<file path="src/rtl/riscv_pkg.sv">
// Shared types and constants for the fetch stage.
package riscv_pkg;

  typedef enum logic [2:0] {
    S_IDLE,
    S_REQ,
    S_WAIT,
    S_VALID,
    S_FAULT
  } fetch_state_t;

  localparam logic [31:0] INSTR_NOP        = 32'h0000_0013;
  localparam logic [31:0] DEFAULT_RESET_PC = 32'h0000_0000;

endpackage

</file>
<file path="src/rtl/pc_next_logic.sv">
// Next-PC select (sequential vs redirect) and target alignment check.
module pc_next_logic
  import riscv_pkg::*;
#(
  parameter int unsigned XLEN = 32
) (
  input  logic [XLEN-1:0] i_pc,
  input  logic            i_redirect_valid,
  input  logic [XLEN-1:0] i_redirect_target,
  output logic [XLEN-1:0] o_next_pc,
  output logic            o_misaligned
);

  logic [XLEN-1:0] w_pc_plus4;

  // Wraps modulo 2^XLEN; the top word falls through to address zero.
  assign w_pc_plus4   = i_pc + XLEN'(4);
  assign o_next_pc    = i_redirect_valid ? i_redirect_target : w_pc_plus4;
  assign o_misaligned = |o_next_pc[1:0];

endmodule

</file>
<file path="src/rtl/instruction_fetch_unit.sv">
// Multi-cycle fetch stage: owns the PC, fetches over valid/ready, holds the word for decode.
module instruction_fetch_unit
  import riscv_pkg::*;
#(
  parameter int unsigned     XLEN     = 32,
  parameter logic [XLEN-1:0] RESET_PC = DEFAULT_RESET_PC
) (
  input  logic            clk,
  input  logic            rst_n,
  output logic            imem_req_valid,
  input  logic            imem_req_ready,
  output logic [XLEN-1:0] imem_addr,
  input  logic            imem_rsp_valid,
  input  logic [31:0]     imem_rsp_data,
  input  logic            stall,
  input  logic            redirect_valid,
  input  logic [XLEN-1:0] redirect_target,
  output logic            instr_valid,
  output logic [31:0]     instr,
  output logic [XLEN-1:0] instr_pc,
  output logic [XLEN-1:0] instr_pc_plus4,
  output logic [24:0]     inm_gen,
  output logic            fetch_fault
);

  fetch_state_t    r_state;
  logic [XLEN-1:0] r_pc;
  logic [31:0]     r_instr;
  logic [XLEN-1:0] r_instr_pc;
  logic            r_instr_valid;
  logic            r_req_valid;
  logic            r_fault;

  logic [XLEN-1:0] w_next_pc;
  logic            w_misaligned;

  pc_next_logic #(
    .XLEN (XLEN)
  ) u_pc_next_logic (
    .i_pc              (r_pc),
    .i_redirect_valid  (redirect_valid),
    .i_redirect_target (redirect_target),
    .o_next_pc         (w_next_pc),
    .o_misaligned      (w_misaligned)
  );

  always_ff @(posedge clk or negedge rst_n) begin
    if (!rst_n) begin
      r_state       <= S_IDLE;
      r_pc          <= RESET_PC;
      r_instr       <= INSTR_NOP;
      r_instr_pc    <= RESET_PC;
      r_instr_valid <= 1'b0;
      r_req_valid   <= 1'b0;
      r_fault       <= 1'b0;
    end else begin
      case (r_state)
        S_IDLE: begin
          r_state     <= S_REQ;
          r_req_valid <= 1'b1;
        end
        S_REQ: begin
          if (imem_req_ready) begin
            r_state     <= S_WAIT;
            r_req_valid <= 1'b0;
          end
        end
        S_WAIT: begin
          if (imem_rsp_valid) begin
            r_instr       <= imem_rsp_data;
            r_instr_pc    <= r_pc;
            r_instr_valid <= 1'b1;
            r_state       <= S_VALID;
          end
        end
        S_VALID: begin
          // Redirects are only honoured on the consuming cycle.
          if (!stall) begin
            r_instr_valid <= 1'b0;
            if (w_misaligned) begin
              r_state <= S_FAULT;
              r_fault <= 1'b1;
            end else begin
              r_pc        <= w_next_pc;
              r_state     <= S_REQ;
              r_req_valid <= 1'b1;
            end
          end
        end
        S_FAULT: begin
          r_fault       <= 1'b1;
          r_instr_valid <= 1'b0;
          r_req_valid   <= 1'b0;
        end
        default: begin
          r_state       <= S_IDLE;
          r_instr_valid <= 1'b0;
          r_req_valid   <= 1'b0;
        end
      endcase
    end
  end

  assign imem_req_valid = r_req_valid;
  assign imem_addr      = r_pc;
  assign instr_valid    = r_instr_valid;
  assign instr          = r_instr;
  assign instr_pc       = r_instr_pc;
  assign instr_pc_plus4 = r_instr_pc + XLEN'(4);
  assign inm_gen        = r_instr[31:7];
  assign fetch_fault    = r_fault;

endmodule
</file>
<file path="config.mk">
export PLATFORM = sky130hd
export DESIGN_NAME = instruction_fetch_unit
export DESIGN_NICKNAME = d
export VERILOG_FILES = /design/src/rtl/riscv_pkg.sv /design/src/rtl/pc_next_logic.sv /design/src/rtl/instruction_fetch_unit.sv
export SDC_FILE = /design/constraint.sdc
export NUM_CORES = 1
export LEC_CHECK = 0
export CORE_MARGIN = 5
export CORE_UTILIZATION = 49
export CTS_BUF_LIST = sky130_fd_sc_hd__clkbuf_2
export CTS_CLUSTER_DIAMETER = 200
export DETAILED_ROUTE_END_ITERATION = 8
export PLACE_DENSITY = 0.88
export SLEW_MARGIN = 20
export SYNTH_ARGS = -nofsm -noshare
export SYNTH_HDL_FRONTEND = slang
export SYNTH_HIERARCHICAL = 1
export SYNTH_SLANG_ARGS = --single-unit
</file>
<file path="constraint.sdc">
create_clock -name clk -period 5.25 [get_ports clk]
set_input_delay 1.05 -clock clk [delete_from_list [all_inputs] [get_ports clk]]
set_output_delay 1.05 -clock clk [all_outputs]
set_load 0.05 [all_outputs]
</file>
==> results.md <==
* Worst EP arrival at 3.05 ns
* Post-DR wirelength/cell at ~18 um
* XOR/XNOR Fraction of Synth Area at 0.05835
* Synthesized area per cell at 11.48 sq um
* Final HPWL DP at 11960 um
* Synth Warn # at 6
* CTS tree: yes
* Reg2reg end: imem_addr[31]
* Worst slew margin at 0.3060
* Cts hold-fix bufs at 0
* Vias per cell at around 5.6
* Gpl congestion at 0.8712
* Mapped Nets at a little under 600
* Sequential fraction of the synthesis area at 0.4366
* Worst min path class: input port to async pin
* Die X-Extent at 119.3 um
* Vias at 4785
* Vias in the first global route at 4807
* Area of the multi-input gates at 2870 sq um
* Status: finished, final reports clean
* Post-synthesis register bit count at 102
* DRT Pass-1 Iters at 5
* Kind of critical path: register to output port
* Largest net degree at the start of global routing at 57
* Main combinational cell family by area after synthesis: multiplexers
* Final ANT Viol Nets at 0
* Total Wirelength at approximately 16000 um
* Clk slew on worst S/H paths at 0.29 ns
* Clock root buffer: clkbuf_2
* Max stage delay cell, worst path: clkdlybuf4s50_1
* Total CTS buffers at 9
* Number of synthesized flops with an enable pin at 0
* Slowest Stage Delay on Critical Path at 0.83 ns
* Rows at 40
* Post-synthesis cell area at 5854 sq um
* CORE AREA at 11860 sq um
* Die Ht at 119.3 um
* FFs w/ async S/R, synth at 1.000
* R2R Path Start: imem_addr[1]
* Nets@finish at between 700 and 800
* Simple-gate share of the synthesized area at 0.1584
* Fin crit period at 4.096 ns
* Residual DRC at 0
* Share of cells above drive strength 1 at 0.1752
* CP Launch Type: register
* Synth Flop Type: dfrtp_1
* Compound-gate portion of the synthesized area at 0.06219
* RSZ-0062 raised after global routing: no
* Total track usage at 0.2163
* Clock buffer depth at 2
* Worst-Margin Slew at 1.041 ns
* Post-CTS resize count at 0
* Storage element area at ~2600 sq um
* WP data required at 4.20 ns
* Cell count after synthesis at 510
* R2R setup slack at about 2.7 ns
* Crit Path Max Fanout at 9
* Adder-Cell Fraction of Synth Area at 0.004274
* FMAX at 0.2441 GHz
* Max-slew violation count at 0
* Final hold viol count at 0
* Worst-Skew Late Latency at 0.60 ns
* Max cap viols at 0
* Clock Sinks at a little over 100
* Setup TNS at 0 ns
* Setup repair bufs after CTS at 0
* Initial antenna violation count at 2
* Die area at 14230 sq um
* Final period utilization at 0.7802
* Distinct cell type count after synthesis at 48
* Crit path capture type: output port
* R2R cell count at 4
* Fill count at roughly 900
* Port-buffer cells at around 230
* Worst Path Buf+Inv at 1
* First-pass GRT wire length at 24900 um
* Overflow left after global routing at 0
* Mux contribution to synthesized area at 0.2058
* Cell family with most CP delay: buffers and inverters
* Crit-path cells: ha_1 > nand3_1 > nor2_2 > nand4_1 > xnor2_1 > clkdlybuf4s50_1
* Layout area overhead at 36.97%
* Final setup violation count at 0
* Final Skew at roughly 0.036 ns
* IO Count at 226
* DR iter-0 viols at 323
* Initial Utilization at 0.4936
* H-tree Lvls at 3
## registers in the layout (all words and copies together), names as in the netlist
signal and count:
imem_addr 32, instr_valid 1, instr 32, imem_req_valid 1, fetch_fault 1, instr_pc 32, r_state 3
## metal layers
metal | part of all wire | global-route usage
met5 | 0 | 0
met4 | 0.042 | 0.1102
met3 | 0.061 | 0.04511
met2 | 0.50 | 0.3638
met1 | 0.39 | 0.2623
## cell type report
type	instances	share of cell area
clock inverter	7	0.006085
timing repair buffer	229	0.2843
antenna	2	0.0006241
tap	147	0.02294
clock buffer	9	0.005617
inverter	8	0.003745
sequential	102	0.3188
multi-input combinational	347	0.3579
## cells in the final DEF, fill, tap and decap left out, types with 3 or more instances in the layout
cell and n:
xor2_1 16, buf_4 5, nand4_2 4, and4_1 6, or4_1 14, mux2_4 30
a21oi_1 3, clkinvlp_4 3, o21ai_0 20, dfstp_2 3, o211ai_1 3, nor2_1 20
nand2_1 36, or3_1 3, a31oi_1 14, and2_1 3, mux2_1 17, xnor2_1 23
and3_1 6, or2_2 3, dfrtp_1 99, clkdlybuf4s50_1 224, nand3_1 25, o31ai_1 13
nand4_1 14, inv_1 8, clkbuf_2 9, mux2_2 50
## worst max path at each step
| stage | startpoint | endpoint | slack (ns) | depth (start not counted) |
|---|---|---|---|---|
| 5_1_grt | instr_pc[2] | instr_pc_plus4[30] | 0.92 | 6 |
| 6_report | instr_pc[2] | instr_pc_plus4[30] | 1.15 | 6 |
| 4_1_cts | instr_pc[2] | instr_pc_plus4[30] | 1.09 | 6 |
| 3_5_place_dp | redirect_valid | imem_addr[31] | 1.45 | 5 |
| 2_1_floorplan | instr_pc[4] | instr_pc_plus4[23] | 1.81 | 5 |
| 3_3_place_gp | redirect_valid | imem_addr[31] | 1.55 | 5 |
## synthesized netlist by cell type, types with 2 or more instances
library cell	instances	area share
a31oi_1	14	0.015
nand2_1	36	0.023
or4_1	14	0.018
and3_1	6	0.0064
o211ai_1	3	0.0038
nor2b_1	2	0.0021
buf_12	3	0.010
mux2_2	50	0.096
or3_1	3	0.0032
nor3_1	2	0.0017
dfrtp_1	99	0.42
and4_1	6	0.0090
inv_1	8	0.0051
o31ai_1	13	0.017
buf_6	2	0.0038
clkbuf_1	7	0.0045
or2_2	3	0.0032
nor2_1	20	0.013
dfstp_2	3	0.013
nor4_4	2	0.0073
xnor2_1	23	0.034
a21oi_1	3	0.0026
mux2_4	30	0.077
and2_1	3	0.0032
o21ai_0	20	0.017
and3_2	2	0.0026
xor2_1	16	0.024
ha_1	2	0.0043
nand3_1	25	0.021
nand4_1	14	0.015
buf_4	33	0.042
nand4_4	2	0.0073
mux2_1	17	0.033
nand4_2	4	0.0085
buf_2	7	0.0060
## stage by stage
step | worst slack, ns | cell area, sq um | cells | utilization | hold WS [ns]
5_1_grt | 0.9196 | 8019 | 851 | 0.6761 | 0.4493
6_report | 1.154 | 8019 | 851 | 0.6761 | 0.4408
3_5_place_dp | 1.452 | 7920 | 833 | 0.6677 | 0.4751
3_3_place_gp | 1.546 | 7920 | 833 | 0.6677 | 0.4603
2_1_floorplan | 1.808 | 5854 | 510 | - | 0.5449
4_1_cts | 1.090 | 8014 | 849 | 0.6756 | 0.4306
## cell families after synthesis
| family | after synthesis |
|---|---|
| buffers and inverters | 61 |
| flip-flops | 102 |
| AND/OR/NAND/NOR | 151 |
| adder cells (fa/ha/maj) | 2 |
| XOR/XNOR | 39 |
| AO/OA/AOI/OAI | 58 |
| multiplexers | 97 |
Power is not shown: default switching activity piles up to over one toggle a cycle in this logic, so the estimate is an artifact.
